$ cat config.mk
export PLATFORM = sky130hd
export DESIGN_NAME = bin_to_bcd_seq
export DESIGN_NICKNAME = d
export VERILOG_FILES = /design/src/rtl/bin_to_bcd_seq_pkg.sv /design/src/rtl/bin_to_bcd_seq_digit_adj.sv /design/src/rtl/bin_to_bcd_seq.sv
export SDC_FILE = /design/constraint.sdc
export NUM_CORES = 1
export LEC_CHECK = 0
export CAP_MARGIN = 25
export CORE_ASPECT_RATIO = 1.5
export CORE_UTILIZATION = 30
export DETAILED_ROUTE_END_ITERATION = 8
export PLACE_DENSITY_LB_ADDON = 0.15
export SLEW_MARGIN = 20
export SYNTH_ARGS = -nofsm -noshare
export SYNTH_HDL_FRONTEND = slang
export SYNTH_SLANG_ARGS = --single-unit
$ cat constraint.sdc
create_clock -name clk -period 4.66 [get_ports clk]
set_clock_uncertainty 0.2 [all_clocks]
set_input_delay 0.932 -clock clk [delete_from_list [all_inputs] [get_ports clk]]
set_output_delay 0.932 -clock clk [all_outputs]
set_load 0.005 [all_outputs]
$ cat src/rtl/bin_to_bcd_seq_pkg.sv
// Shared definitions for the sequential binary-to-BCD converter and the
// related BCD adder blocks: FSM state encoding and digit-adjust constants.
package bin_to_bcd_seq_pkg;

  // Converter FSM states
  typedef enum logic [1:0] {
    ST_IDLE  = 2'd0,
    ST_SHIFT = 2'd1,
    ST_DONE  = 2'd2
  } state_t;

  // Double-dabble digit correction: any nibble at or above the threshold
  // gets the adjust value added before the next shift.
  localparam logic [3:0] ADJ_THRESH = 4'd5;
  localparam logic [3:0] ADJ_ADD    = 4'd3;

  // True when a BCD nibble needs the add-3 correction
  function automatic logic needs_adj(input logic [3:0] nib);
    return (nib >= ADJ_THRESH);
  endfunction

endpackage

$ cat src/rtl/bin_to_bcd_seq_digit_adj.sv
// Per-nibble add-3 correction used by the double-dabble shift datapath.
module bcd_digit_adj
  import bin_to_bcd_seq_pkg::*;
(
  input  logic [3:0] din,
  output logic [3:0] dout
);

  // Add 3 to nibbles of 5 or more, pass smaller nibbles through unchanged
  always_comb begin
    dout = din;
    if (needs_adj(din)) begin
      dout = din + ADJ_ADD;
    end else begin
      dout = din;
    end
  end

endmodule

$ cat src/rtl/bin_to_bcd_seq.sv
// Sequential binary-to-BCD converter (double dabble, one bit per cycle)
// with valid/ready handshakes on both sides.
module bin_to_bcd_seq
  import bin_to_bcd_seq_pkg::*;
#(
  parameter int WIDTH  = 8,
  parameter int DIGITS = 3
) (
  input  logic                  clk,
  input  logic                  rst_n,
  input  logic                  in_valid,
  output logic                  in_ready,
  input  logic [WIDTH-1:0]      bin,
  output logic                  out_valid,
  input  logic                  out_ready,
  output logic [4*DIGITS-1:0]   bcd,
  output logic                  busy
);

  // Counter must hold WIDTH without wrapping
  localparam int CNT_W = $clog2(WIDTH + 1);
  localparam logic [CNT_W-1:0] LAST_CNT = CNT_W'(WIDTH - 1);
  localparam logic [CNT_W-1:0] CNT_ONE  = CNT_W'(1);
  localparam int CAT_W = 4 * DIGITS + WIDTH;

  state_t                state_r;
  logic [CNT_W-1:0]      cnt_r;
  logic [WIDTH-1:0]      shreg_r;
  logic [4*DIGITS-1:0]   acc_r;

  logic [4*DIGITS-1:0]   adj_s;
  logic [CAT_W-1:0]      cat_s;
  logic [4*DIGITS-1:0]   acc_next_s;
  logic [WIDTH-1:0]      shreg_next_s;

  // One add-3 corrector per accumulator digit
  for (genvar g = 0; g < DIGITS; g++) begin : g_adj
    bcd_digit_adj u_adj (
      .din  (acc_r[4*g +: 4]),
      .dout (adj_s[4*g +: 4])
    );
  end

  // One double-dabble step: corrected accumulator and operand shift left together
  assign cat_s        = {adj_s, shreg_r} << 1;
  assign acc_next_s   = cat_s[CAT_W-1:WIDTH];
  assign shreg_next_s = cat_s[WIDTH-1:0];

  // Control FSM, iteration counter, shift datapath and registered outputs
  always_ff @(posedge clk or negedge rst_n) begin
    if (!rst_n) begin
      state_r   <= ST_IDLE;
      cnt_r     <= '0;
      shreg_r   <= '0;
      acc_r     <= '0;
      in_ready  <= 1'b1;
      out_valid <= 1'b0;
      bcd       <= '0;
      busy      <= 1'b0;
    end else begin
      case (state_r)
        ST_IDLE: begin
          if (in_valid) begin
            shreg_r  <= bin;
            acc_r    <= '0;
            cnt_r    <= '0;
            state_r  <= ST_SHIFT;
            in_ready <= 1'b0;
            busy     <= 1'b1;
          end
        end
        ST_SHIFT: begin
          acc_r   <= acc_next_s;
          shreg_r <= shreg_next_s;
          cnt_r   <= cnt_r + CNT_ONE;
          // Last iteration: publish the result on the same edge it completes
          if (cnt_r == LAST_CNT) begin
            state_r   <= ST_DONE;
            out_valid <= 1'b1;
            bcd       <= acc_next_s;
          end
        end
        ST_DONE: begin
          if (out_ready) begin
            state_r   <= ST_IDLE;
            out_valid <= 1'b0;
            bcd       <= '0;
            in_ready  <= 1'b1;
            busy      <= 1'b0;
          end
        end
        default: begin
          state_r   <= ST_IDLE;
          cnt_r     <= '0;
          shreg_r   <= '0;
          acc_r     <= '0;
          in_ready  <= 1'b1;
          out_valid <= 1'b0;
          bcd       <= '0;
          busy      <= 1'b0;
        end
      endcase
    end
  end

endmodule

# Yosys cells after proc, flatten, opt, wreduce, memory -nomap -nowiden
# Cells that the tools add are included.
# classes
bitwise_logic	3
magnitude_cmp	3
eq_ne	6
multipliers	0
mux	24
n_reduce_logical	5
n_div	0
shift	0
add_sub_neg	4
# op_table
operator	count
12-bit case mux with 3 select lines	2
12-bit 2-to-1 mux	3
8-bit case mux with 3 select lines	1
4-bit by 3-bit greater-or-equal comparator with 1-bit output (second input constant)	3
4-bit 2-to-1 mux	3
4-bit case mux with 3 select lines	1
1-bit case mux with 3 select lines	3
3-bit AND reduction	3
4-bit by 2-bit adder with 4-bit output (second input constant)	2
8-bit 2-to-1 mux	1
2-bit 2-to-1 mux	3
2-bit inequality test (second input constant)	3
2-bit case mux with 3 select lines	1
1-bit 2-to-1 mux	5
4-bit by 1-bit adder with 4-bit output (second input constant)	1
4-bit by 3-bit equality test with 1-bit output (second input constant)	1
3-bit by 2-bit adder with 3-bit output (second input constant)	1
3-bit 2-to-1 mux	1
1-bit inverter	3
2-bit by 1-bit equality test with 1-bit output (second input constant)	1
2-bit equality test (second input constant)	1
2-bit zero test	1
2-bit AND reduction	1
# word_totals
n_memories	0
wordCells	53
rom_bits	0
latch_bits	0
output_inout_bits	15
mem_bits_rw	0
ff_bits	41

# Depth between registers and ports, before layout
# depth
depth_word	4
mapped_depth	6
depth_no_buf	6

# Modules after synthesis
# A second synthesis with hierarchy kept.
# unflattened
hier_cells	174
hier_area_um2	1969.4
# modules_own_cells
mod	cells_each	instances	area_per_inst_um2
bin_to_bcd_seq	126	1	1665.3
bcd_digit_adj	16	3	101.3

# Least setup slack after synthesis
# Ideal clock, no wire load.
# synth_timing
path_type	input -> register
start	in in_valid
end	reg acc_r[10]
stages	5
t_arrival_ns	1.548
setup_time_ns	0.121
slack_ns	2.791
cell_sequence	and2b_1 > buf_4 > nor2_4 > buf_6 > a22o_1
# synth_between
elab_chain_cells	2
# synth_lines
item	line	source
start, declared	bin_to_bcd_seq.sv:11	input logic in_valid,
2-bit inequality test (no source line)	n/a	
2-bit AND reduction (no source line)	n/a	
end signal, assigned	bin_to_bcd_seq.sv:73	acc_r <= acc_next_s;
end, declared	bin_to_bcd_seq.sv:29	logic [4*DIGITS-1:0] acc_r;
# No other way between the ends.
# A chain may end at the register's enable or synchronous reset.

# Worst setup path after layout
# layout_timing
start	reg in_ready
end	out in_ready
# layout_lines
item	line	source
start, declared	bin_to_bcd_seq.sv:12	output logic in_ready,
start signal, assigned	bin_to_bcd_seq.sv:56	in_ready <= 1'b1;
start signal, assigned	bin_to_bcd_seq.sv:68	in_ready <= 1'b0;
start signal, assigned	bin_to_bcd_seq.sv:88	in_ready <= 1'b1;
# No word-level cell between the ends.

==> run metrics <==
Clock power frac=14.7%; CP required=3.53 ns; sw frac=38.9%; Primary FF master, synth=dfrtp_1; Top Metal Used=met4; Clock Path Buffers=2; initial antenna violation count=0; Tcrit/Tclk final=52.6%; global route overflow=0; dpl cells=283; Core ar.=0.00649 mm^2; WP buf/inv=1; clk slew on worst S/H paths=0.08 ns; switching pwr=0.605 mW; Leak Pwr=1.04 nW; row count=36; ys async rst share=100%; syn avg cell area=10.5 um^2; Vias=1,461; HPWL after DPL=2890 um; die width=68.7 um; # H-tree levels=2; Final Hold Viols=0; WP data arrival=1.32 ns; Initial Utilization=30.9%; RePlAce Congestion=0.723; Max Fclk=408 MHz; DR WL met3=162 um; Comb pwr share=43.8%; unrepaired setup endpoints after global routing=no; die height=102 um; die area=0.00701 mm^2; Slew headroom=48.9%; DR pass1 iterations=4; M1 WL=1880 um; DRC viols=0; number of synthesized flops with an enable pin=0; residual antenna-violating net count after detailed routing=0; peak supply drop=0.269 mV; quantity of I/O buffers inserted on ports=26; global-route wire length before repair=7300 um; post-layout net count=234; Non-Filler Instances=292; slowest stage cell, crit path=dfstp_2; GRT Total Usage=14.4%; vias per cell=5.00; vias in the first global route=1,458; Num CTS Buffers=5; Worst-Margin Slew=0.766 ns; Ys Warns=0; Final setup viols=0; number of DRC markers in iteration 0=46; synthesized instance count=191; synthesized area=0.00200 mm^2; met2 WL=2110 um; wirelength, routed=4220 um; max_cap viols=0; CTS resizes=0; Clock Latency Late Sink=0.29 ns; Power Density=654 mW/mm^2; Crit. End Element=output port; unique cell type count in the Yosys netlist=36; IO Count=27; Root Driver=clkbuf_8; post-layout util=36.7%; WL/cell=14.5 um; CTS tree=built; startpoint types=flop; largest net degree at the start of global routing=42; area added between synthesis and finish=18.7%; Max Slew Vio Count=0; hold crit path type=flop to flop; Post-CTS Setup Inserts=0; setup TNS=0 ns; Pint=0.951 mW; crit-path cells=clkdlybuf4s50_1; Post-Synthesis Net Count=210; delay-heaviest family, CP=flip-flops; layout cells sized above 1=8.80%; #FFs+latches synth=41; outcome=completed; Setup Crit Path Kind=flop to output port; Tmin final=2.45 ns; Largest stage delay, worst path=0.54 ns; Hold Buf Count CTS=0; Flop pwr share=41.5%; Worst Path Max Fanout=3; TritonCTS Sinks=41; sequential area share after synthesis=51.3%; ant diodes=0
[cell usage in the layout, fill, tap and decap left out, drive strengths merged]
cell type      instances
dfrtp                 40
nand2                 28
clkdlybuf4s50         25
o21ai                 24
a22o                  14
nor2                  11
a21oi                 10
mux2i                  7
ha                     7
inv                    6
clkbuf                 6
nand2b                 4
nor2b                  3
nor3                   3
xnor2                  3
nor3b                  3
o31ai                  3
buf                    3
a21boi                 2
clkinv                 2
and3b                  1
nand4                  1
and2b                  1
a31oi                  1
nand3                  1
o21a                   1
and2                   1
a32o                   1
a211oi                 1
a22oi                  1
o32a                   1
dfstp                  1
[kinds of logic (layout without fill, tap and decap cells)]
family,count (synthesis),after routing,share of synthesized area (%)
adders and majority gates,7,7,4.37
AOI/OAI and AO/OA,59,59,20.1
buffers and inverters,17,42,5.43
xor gates and xnor gates,3,3,1.31
and+or+nand+nor,57,57,14.0
DFF,41,41,51.3
muxes,7,7,3.50
[power by group through the flow]
stage	Sequential, mW	Combinational, mW	Clock, mW
after floorplan	0.600	0.537	0
after global placement	0.653	0.681	0
after detailed placement	0.655	0.694	0
after CTS	0.648	0.695	0.239
after global routing	0.673	0.780	0.256
final	0.646	0.681	0.228
[layout make-up]
cell class / instances / area (um^2)
Multi-Input combinational cell: 133 / 867
Inverter: 6 / 22.5
Clock buffer: 6 / 72.6
Fill cell: 689 / 4110
Tap cell: 76 / 95.1
Timing Repair Buffer: 28 / 283
Clock inverter: 2 / 10.0
Sequential cell: 41 / 1030
[final timing paths]
kind / from / to / slack [ns] / depth (start not counted)
max in group asynchronous: rst_n / in_ready / 3.40 / 2
worst min register to register: cnt_r[3] / cnt_r[3] / 0.28 / 1
worst max-delay path: in_ready / in_ready / 2.21 / 1
min in group asynchronous: rst_n / busy / 0.33 / 1
worst max register to register: state_r[0] / bcd[2] / 2.55 / 4
worst min-delay path: cnt_r[3] / cnt_r[3] / 0.28 / 1
[per-stage QoR]
| step | setup slack [ns] | hold slack (ns) | instance area [um^2] | power [mW] |
|---|---|---|---|---|
| 6_report | 2.21 | 0.282 | 2380 | 1.56 |
| 3_3_place_gp | 2.04 | 0.257 | 2270 | 1.33 |
| 5_1_grt | 2.17 | 0.313 | 2380 | 1.71 |
| 4_1_cts | 2.19 | 0.279 | 2360 | 1.58 |
| 3_5_place_dp | 1.99 | 0.262 | 2270 | 1.35 |
| 2_1_floorplan | 2.79 | 0.234 | 2000 | 1.14 |
[flip-flops by register name, summed over array words and instances, names as in the netlist]
| register | cells |
|---|---|
| acc_r | 12 |
| bcd | 12 |
| busy | 1 |
| cnt_r | 4 |
| in_ready | 1 |
| out_valid | 1 |
| shreg_r | 8 |
| state_r | 2 |
[cell usage after synthesis (2+ instances only)]
master	n	area [um^2]
nand2_1	28	105
nand2b_1	3	18.8
nor2_1	10	37.5
buf_6	3	33.8
a21oi_1	6	30.0
buf_2	3	15.0
a22o_1	14	123
mux2i_1	7	70.1
inv_1	6	22.5
xnor2_1	3	26.3
o31ai_1	3	22.5
o21ai_0	3	15.0
a21boi_0	2	15.0
nor2b_1	3	18.8
a21oi_2	3	26.3
buf_4	5	37.5
dfrtp_1	40	1000
nor3b_1	3	22.5
o21ai_1	21	105
ha_1	7	87.6
nor3_1	3	15.0
[per-layer routing]
metal | up-vias | GRT usage, %
met2 | 28 | 23.3
met1 | 713 | 18.1
li1 | 713 | -
met5 | - | 0
met3 | 7 | 3.46
met4 | 0 | 5.65
Note: power is estimated with default switching activity, not from simulation.
